File: src/rtl/pipe_credit_pkg.sv
// pipe_credit_pkg: shared constants and width helper for the credit controller
package pipe_credit_pkg;
   localparam int C_LATENCY_MAX = 32;
   localparam int ERR_OVF       = 0;
   localparam int ERR_ORPHAN    = 1;
   function automatic int clog2(input int v);
      int r;
      r = 1;
      while ((1 << r) < v) r = r + 1;
      return r;
   endfunction
endpackage

File: src/rtl/pipe_credit_fifo.sv
// pipe_credit_fifo: first-word-fall-through result buffer with occupancy count
module pipe_credit_fifo
   import pipe_credit_pkg::*;
#(
   parameter int C_WIDTH = 16,
   parameter int C_DEPTH = 8,
   localparam int AW = clog2(C_DEPTH)
) (
   input  logic               clk,
   input  logic               rst,
   input  logic               i_wr,
   input  logic [C_WIDTH-1:0] i_wdata,
   input  logic               i_rd,
   output logic               o_empty,
   output logic               o_full,
   output logic [AW:0]        o_count,
   output logic [C_WIDTH-1:0] o_rdata
);
   logic [C_WIDTH-1:0] r_mem [2**AW];
   logic [AW:0]        r_wptr;
   logic [AW:0]        r_rptr;
   logic               w_wr_en;
   logic               w_rd_en;
   assign o_count = r_wptr - r_rptr;
   assign o_empty = (r_wptr == r_rptr);
   assign o_full  = (o_count == (AW+1)'(C_DEPTH));
   assign w_wr_en = i_wr & (~o_full | i_rd);
   assign w_rd_en = i_rd & ~o_empty;
   assign o_rdata = r_mem[r_rptr[AW-1:0]];
   // pointers carry one extra bit so full and empty stay distinguishable after wrap
   always_ff @(posedge clk) begin
      if (rst) begin
         r_wptr <= '0;
         r_rptr <= '0;
      end else begin
         if (w_wr_en) begin
            r_mem[r_wptr[AW-1:0]] <= i_wdata;
            r_wptr                <= r_wptr + (AW+1)'(1);
         end
         if (w_rd_en) r_rptr <= r_rptr + (AW+1)'(1);
      end
   end
endmodule

File: src/rtl/pipe_credit_ctrl.sv
// pipe_credit_ctrl: credit-based flow control around a fixed-latency non-stalling datapath
module pipe_credit_ctrl
   import pipe_credit_pkg::*;
#(
   parameter int C_LATENCY    = 4,
   parameter int C_WIDTH      = 16,
   parameter int C_FIFO_DEPTH = 8
) (
   input  logic               clk,
   input  logic               rst,
   input  logic               s_valid,
   output logic               s_ready,
   output logic               pipe_ce,
   output logic               pipe_valid_in,
   input  logic               pipe_valid_out,
   input  logic [C_WIDTH-1:0] pipe_data_out,
   output logic               m_valid,
   input  logic               m_ready,
   output logic [C_WIDTH-1:0] m_data,
   output logic               busy,
   output logic [1:0]         err
);
   localparam int AW = clog2(C_FIFO_DEPTH);
   localparam int LW = clog2(C_LATENCY_MAX + 1);
   logic [AW:0]        r_inflight;
   logic [LW-1:0]      r_blank;
   logic [1:0]         r_err;
   logic [AW:0]        w_count;
   logic [AW+1:0]      w_used;
   logic               w_empty;
   logic               w_full;
   logic               w_pvo;
   logic               w_orphan;
   logic               w_pop;
   logic [C_WIDTH-1:0] w_head;
   assign w_used        = {1'b0, w_count} + {1'b0, r_inflight};
   assign s_ready       = ~rst & (w_used < (AW+2)'(C_FIFO_DEPTH));
   assign pipe_valid_in = s_valid & s_ready;
   assign pipe_ce       = ~rst;
   assign w_pvo         = pipe_valid_out & (r_blank == '0);
   assign w_orphan      = w_pvo & (r_inflight == '0);
   assign m_valid       = ~rst & ~w_empty;
   assign w_pop         = m_valid & m_ready;
   assign m_data        = m_valid ? w_head : '0;
   assign busy          = ~rst & ((r_inflight != '0) | ~w_empty);
   assign err           = rst ? 2'b00 : r_err;
   pipe_credit_fifo #(
      .C_WIDTH (C_WIDTH),
      .C_DEPTH (C_FIFO_DEPTH)
   ) u_fifo (
      .clk     (clk),
      .rst     (rst),
      .i_wr    (w_pvo),
      .i_wdata (pipe_data_out),
      .i_rd    (w_pop),
      .o_empty (w_empty),
      .o_full  (w_full),
      .o_count (w_count),
      .o_rdata (w_head)
   );
   // inflight tracking, post-reset blanking of stale delay-line output, sticky errors
   always_ff @(posedge clk) begin
      if (rst) begin
         r_inflight <= '0;
         r_blank    <= LW'(C_LATENCY);
         r_err      <= '0;
      end else begin
         r_inflight <= r_inflight + (AW+1)'(pipe_valid_in) - (AW+1)'(w_pvo & ~w_orphan);
         r_blank    <= (r_blank != '0) ? r_blank - LW'(1) : r_blank;
         if (w_pvo & w_full & ~w_pop) r_err[ERR_OVF] <= 1'b1;
         if (w_orphan) r_err[ERR_ORPHAN] <= 1'b1;
      end
   end
endmodule

File: config.mk
export PLATFORM = sky130hd
export DESIGN_NAME = pipe_credit_ctrl
export DESIGN_NICKNAME = d
export VERILOG_FILES = /design/src/rtl/pipe_credit_pkg.sv /design/src/rtl/pipe_credit_fifo.sv /design/src/rtl/pipe_credit_ctrl.sv
export SDC_FILE = /design/constraint.sdc
export NUM_CORES = 1
export LEC_CHECK = 0
export BUFFER_PORTS_ARGS = -buffer_cell sky130_fd_sc_hd__buf_2
export CAP_MARGIN = 10
export CORE_MARGIN = 8
export CORE_UTILIZATION = 45
export CTS_CLUSTER_DIAMETER = 200
export DETAILED_ROUTE_END_ITERATION = 10
export GPL_ROUTABILITY_DRIVEN = 0
export REMOVE_ABC_BUFFERS = 1
export SETUP_SLACK_MARGIN = 0.2
export SLEW_MARGIN = 10
export SYNTH_ARGS = -nofsm -noshare
export SYNTH_HDL_FRONTEND = slang
export SYNTH_SLANG_ARGS = --single-unit
File: constraint.sdc
create_clock -name clk -period 8.24 [get_ports clk]
set_input_delay 0.412 -clock clk [delete_from_list [all_inputs] [get_ports clk]]
set_output_delay 0.412 -clock clk [all_outputs]
set_load 0.005 [all_outputs]
==> impl_metrics.py <==
metrics = {
    "outcome": {
        "status": "finished clean",
    },
    "timing": {
        "rsz0062_at_grt": "false",
        "max_slew_margin_pct": 18.7,
        "setup_tns_ns": 0,
        "max_slew.worst_pin.slew_ns": 1.22,
        "final-max-slew-violation-count": 0,
        "period_minus_slack_ns": 3.33,
        "period_share_pct": 40.4,
        "setup_viol": 0,
        "skew_ns": 0.0102,
        "max_freq_ghz": 0.300,
        "hold_viol": 0,
    },
    "worst_setup_path": {
        "cpPeakStageDelay_ns": 0.73,
        "cp.arrival_ns": 3.44,
        "r2r_slack_ns": 4.91,
        "cp-start-kind": "flip-flop",
        "cp.required_ns": 8.35,
        "crit_end": "u_fifo.r_mem[3][0]",
        "critPathKind": "flip-flop to flip-flop",
        "r2r_cells": 10,
        "reg2reg_from": "u_fifo.r_wptr[0]",
        "reg2reg_to": "u_fifo.r_mem[3][0]",
        "crit_fanout": 9,
        "end_kind": "flip-flop",
        "path_cells": "inv_1 > ha_1 > inv_1 > fa_1 > xor2_1 > nor3b_1 > a41oi_4 > nand2_2 > nor2_1 > buf_4",
        "crit_top_cell": "inv_1",
        "crit_path_start": "u_fifo.r_wptr[0]",
        "cpMaxStageDelayCell": "nor2_1",
    },
    "yosys": {
        "yosys.area.top_type": "edfxtp_1",
        "synthTopCellsByArea": "edfxtp_1, mux4_2, dfxtp_1, ha_1, mux2i_1",
        "synth_top_family_by_area": "multiplexers",
        "synthDistinctLibCells": 42,
        "syn_area_mm2": 0.00615,
        "yosysTopAreaCellShare_pct": 62.5,
        "ys_warn_count": 0,
        "seq_area_frac_synth_pct": 70.0,
        "synthXorXnorAreaFrac_pct": 1.69,
        "synthSimpleGateAreaFrac_pct": 5.86,
        "synth_fa_ha_area_share_pct": 3.50,
        "synthCells": 354,
        "post_synth.cell_area_avg_um2": 17.4,
        "synth-compound-area-share_pct": 2.44,
        "ys_seq_elements": 151,
        "synthMuxAreaShare_pct": 14.7,
    },
    "drt": {
        "met1_length_um": 5490,
        "wl_um": 11900,
        "wl_met2_um": 5710,
        "route.met3.wl_um": 506,
        "viasPerCell": 5.31,
        "wl_per_cell_um": 19.7,
        "antenna_left": 0,
        "top_layer_used": "met4",
        "drc": 0,
        "dr.pass1.iters": 4,
        "via_count": 3194,
        "drtIter0Drc": 199,
    },
    "final_layout": {
        "final_cell_area_mm2": 0.00713,
        "syn2layout_area_growth_pct": 15.8,
        "n_antenna_cell": 0,
        "layout_commonest_cell": "edfxtp_1",
        "layout_common_cells": "edfxtp_1, buf_2, nor2_1, mux4_2, dfxtp_1",
        "fill_cells": 1077,
        "drive_gt1_share_pct": 28.2,
        "num-nets-final": 451,
        "layoutNonFillerInstCount": 602,
    },
    "power_and_ir_drop": {
        "peakVddDrop_v": 0.000162,
        "switching_power_w": 0.000413,
        "comb_power_share_pct": 12.1,
        "p_leak_nw": 2.41,
        "seqPwrFrac_pct": 50.5,
        "clockPowerShare_pct": 37.4,
        "p_int_w": 0.00133,
        "switching_share_pct": 23.7,
        "powerDensity_mw_per_mm2": 245,
    },
    "min_path": {
        "whs_path_depth": 3,
        "holdCritPathClass": "primary input to flip-flop",
    },
    "floorplanning": {
        "start_util_pct": 46.3,
        "core_area_mm2": 0.0133,
        "dieArea_mm2": 0.0177,
        "num_rows": 42,
        "pin_count": 44,
        "die_h_um": 133,
        "die-width_um": 133,
    },
    "cts": {
        "root_buffer": "clkbuf_16",
        "cts_made_buffers": 17,
        "cts.clk_slew.worst_paths_ns": 0.06,
        "h-tree-depth": 4,
        "cts_tree": "yes",
        "holdBufCountCts": 0,
        "clk_path_buf_depth": 2,
        "clock_latency_ns": 0.41,
        "cts_resized": 0,
        "post_cts.repair.setup_buffers": 0,
        "cts_sinks": 151,
    },
    "placement": {
        "hpwl_um": 7700,
        "io_buffers": 43,
        "placedCellCount": 571,
        "place_area_mm2": 0.00663,
    },
    "grt": {
        "gr-usage-all-layers_pct": 14.4,
        "gr-total-overflow": 0,
        "grt_pass1_vias": 3464,
        "grt_pass1_wl_um": 19200,
        "grt_max_degree": 24,
        "antenna_found_initial": 0,
    },
    "job": {
        "cap_violations": 0,
    },
}
## registers in the layout (all words and copies together), names as in the netlist, named ones only
name and cells:
r_inflight 4, u_fifo.r_wptr 4, r_err 2, r_blank 6, u_fifo.r_rptr 4, u_fifo.r_mem 128
## routing by layer
layer  up-vias  track usage [%]
li1       1478                -
met1      1624             18.8
met2        75             22.4
met3        17             4.05
met4         0             5.55
met5         -                0
## per-stage QoR
step,util (%),power [W],hold slack [ns],setup slack [ns]
floorplan,-,0.00104,0.429,4.93
global placement,49.9,0.00110,0.445,4.93
detailed placement,49.9,0.00111,0.453,4.85
CTS,53.6,0.00176,0.246,4.86
global route,53.6,0.00182,0.259,4.62
finish,53.6,0.00174,0.261,4.91
## synthesized netlist by cell type, drive strengths merged
cell / number
or3: 1
o21a: 2
a31oi: 1
a21o: 2
dfxtp: 23
and3: 4
o21ai: 6
inv: 17
buf: 5
xor2: 4
nor3b: 1
clkbuf: 7
nor4: 2
nand4: 1
nor3: 5
mux2: 1
mux4: 32
nand2: 6
nor2b: 3
edfxtp: 128
a21oi: 7
nor2: 41
mux2i: 17
fa: 2
a41oi: 1
or4: 1
nand3b: 1
a31o: 1
and2: 2
ha: 14
o211ai: 1
xnor2: 7
nand3: 4
nand2b: 2
clkinv: 1
nand4b: 1
## layout make-up
class | instances | area (µm²) | area share, %
Sequential cell | 151 | 4310 | 60.4
Multi-Input combinational cell | 173 | 1750 | 24.5
Clock buffer | 20 | 437 | 6.13
Timing Repair Buffer | 53 | 290 | 4.07
Tap cell | 176 | 220 | 3.09
Inverter | 18 | 67.6 | 0.948
Clock inverter | 11 | 61.3 | 0.860
## power by group through the flow
stage / combinational [W] / clock, W / sequential (W)
global placement: 0.000208 / 0 / 0.000895
detailed placement: 0.000214 / 0 / 0.000896
global route: 0.000240 / 0.000697 / 0.000884
finish: 0.000211 / 0.000653 / 0.000881
CTS: 0.000215 / 0.000666 / 0.000880
floorplan: 0.000149 / 0 / 0.000893
## worst min path at each step
stage                     slack [ns]                   to         startpoint
after CTS                       0.25             r_err[1]     pipe_valid_out
final                           0.26             r_err[1]     pipe_valid_out
after global routing            0.26  u_fifo.r_mem[0][13]  pipe_data_out[13]
after floorplan                 0.43             r_err[1]           r_err[1]
after global placement          0.44             r_err[0]           r_err[0]
after detailed placement        0.45             r_err[0]           r_err[0]
## kinds of logic after synthesis
logic type	Yosys count
XOR/XNOR	11
multiplexers	50
flip-flops	151
adder cells (fa/ha/maj)	16
AND/OR/NAND/NOR	75
AO/OA/AOI/OAI	21
buffers and inverters	30
## worst max-delay path, delay by kind of cell (launching register included)
family | cells | cell delay (ns)
fa+ha+maj | 2 | 0.53
simple gates | 3 | 0.98
flops | 1 | 0.39
buf+inv | 3 | 0.52
compound gates | 1 | 0.39
xor+xnor | 1 | 0.20
Note: power is estimated with default switching activity, not from simulation.
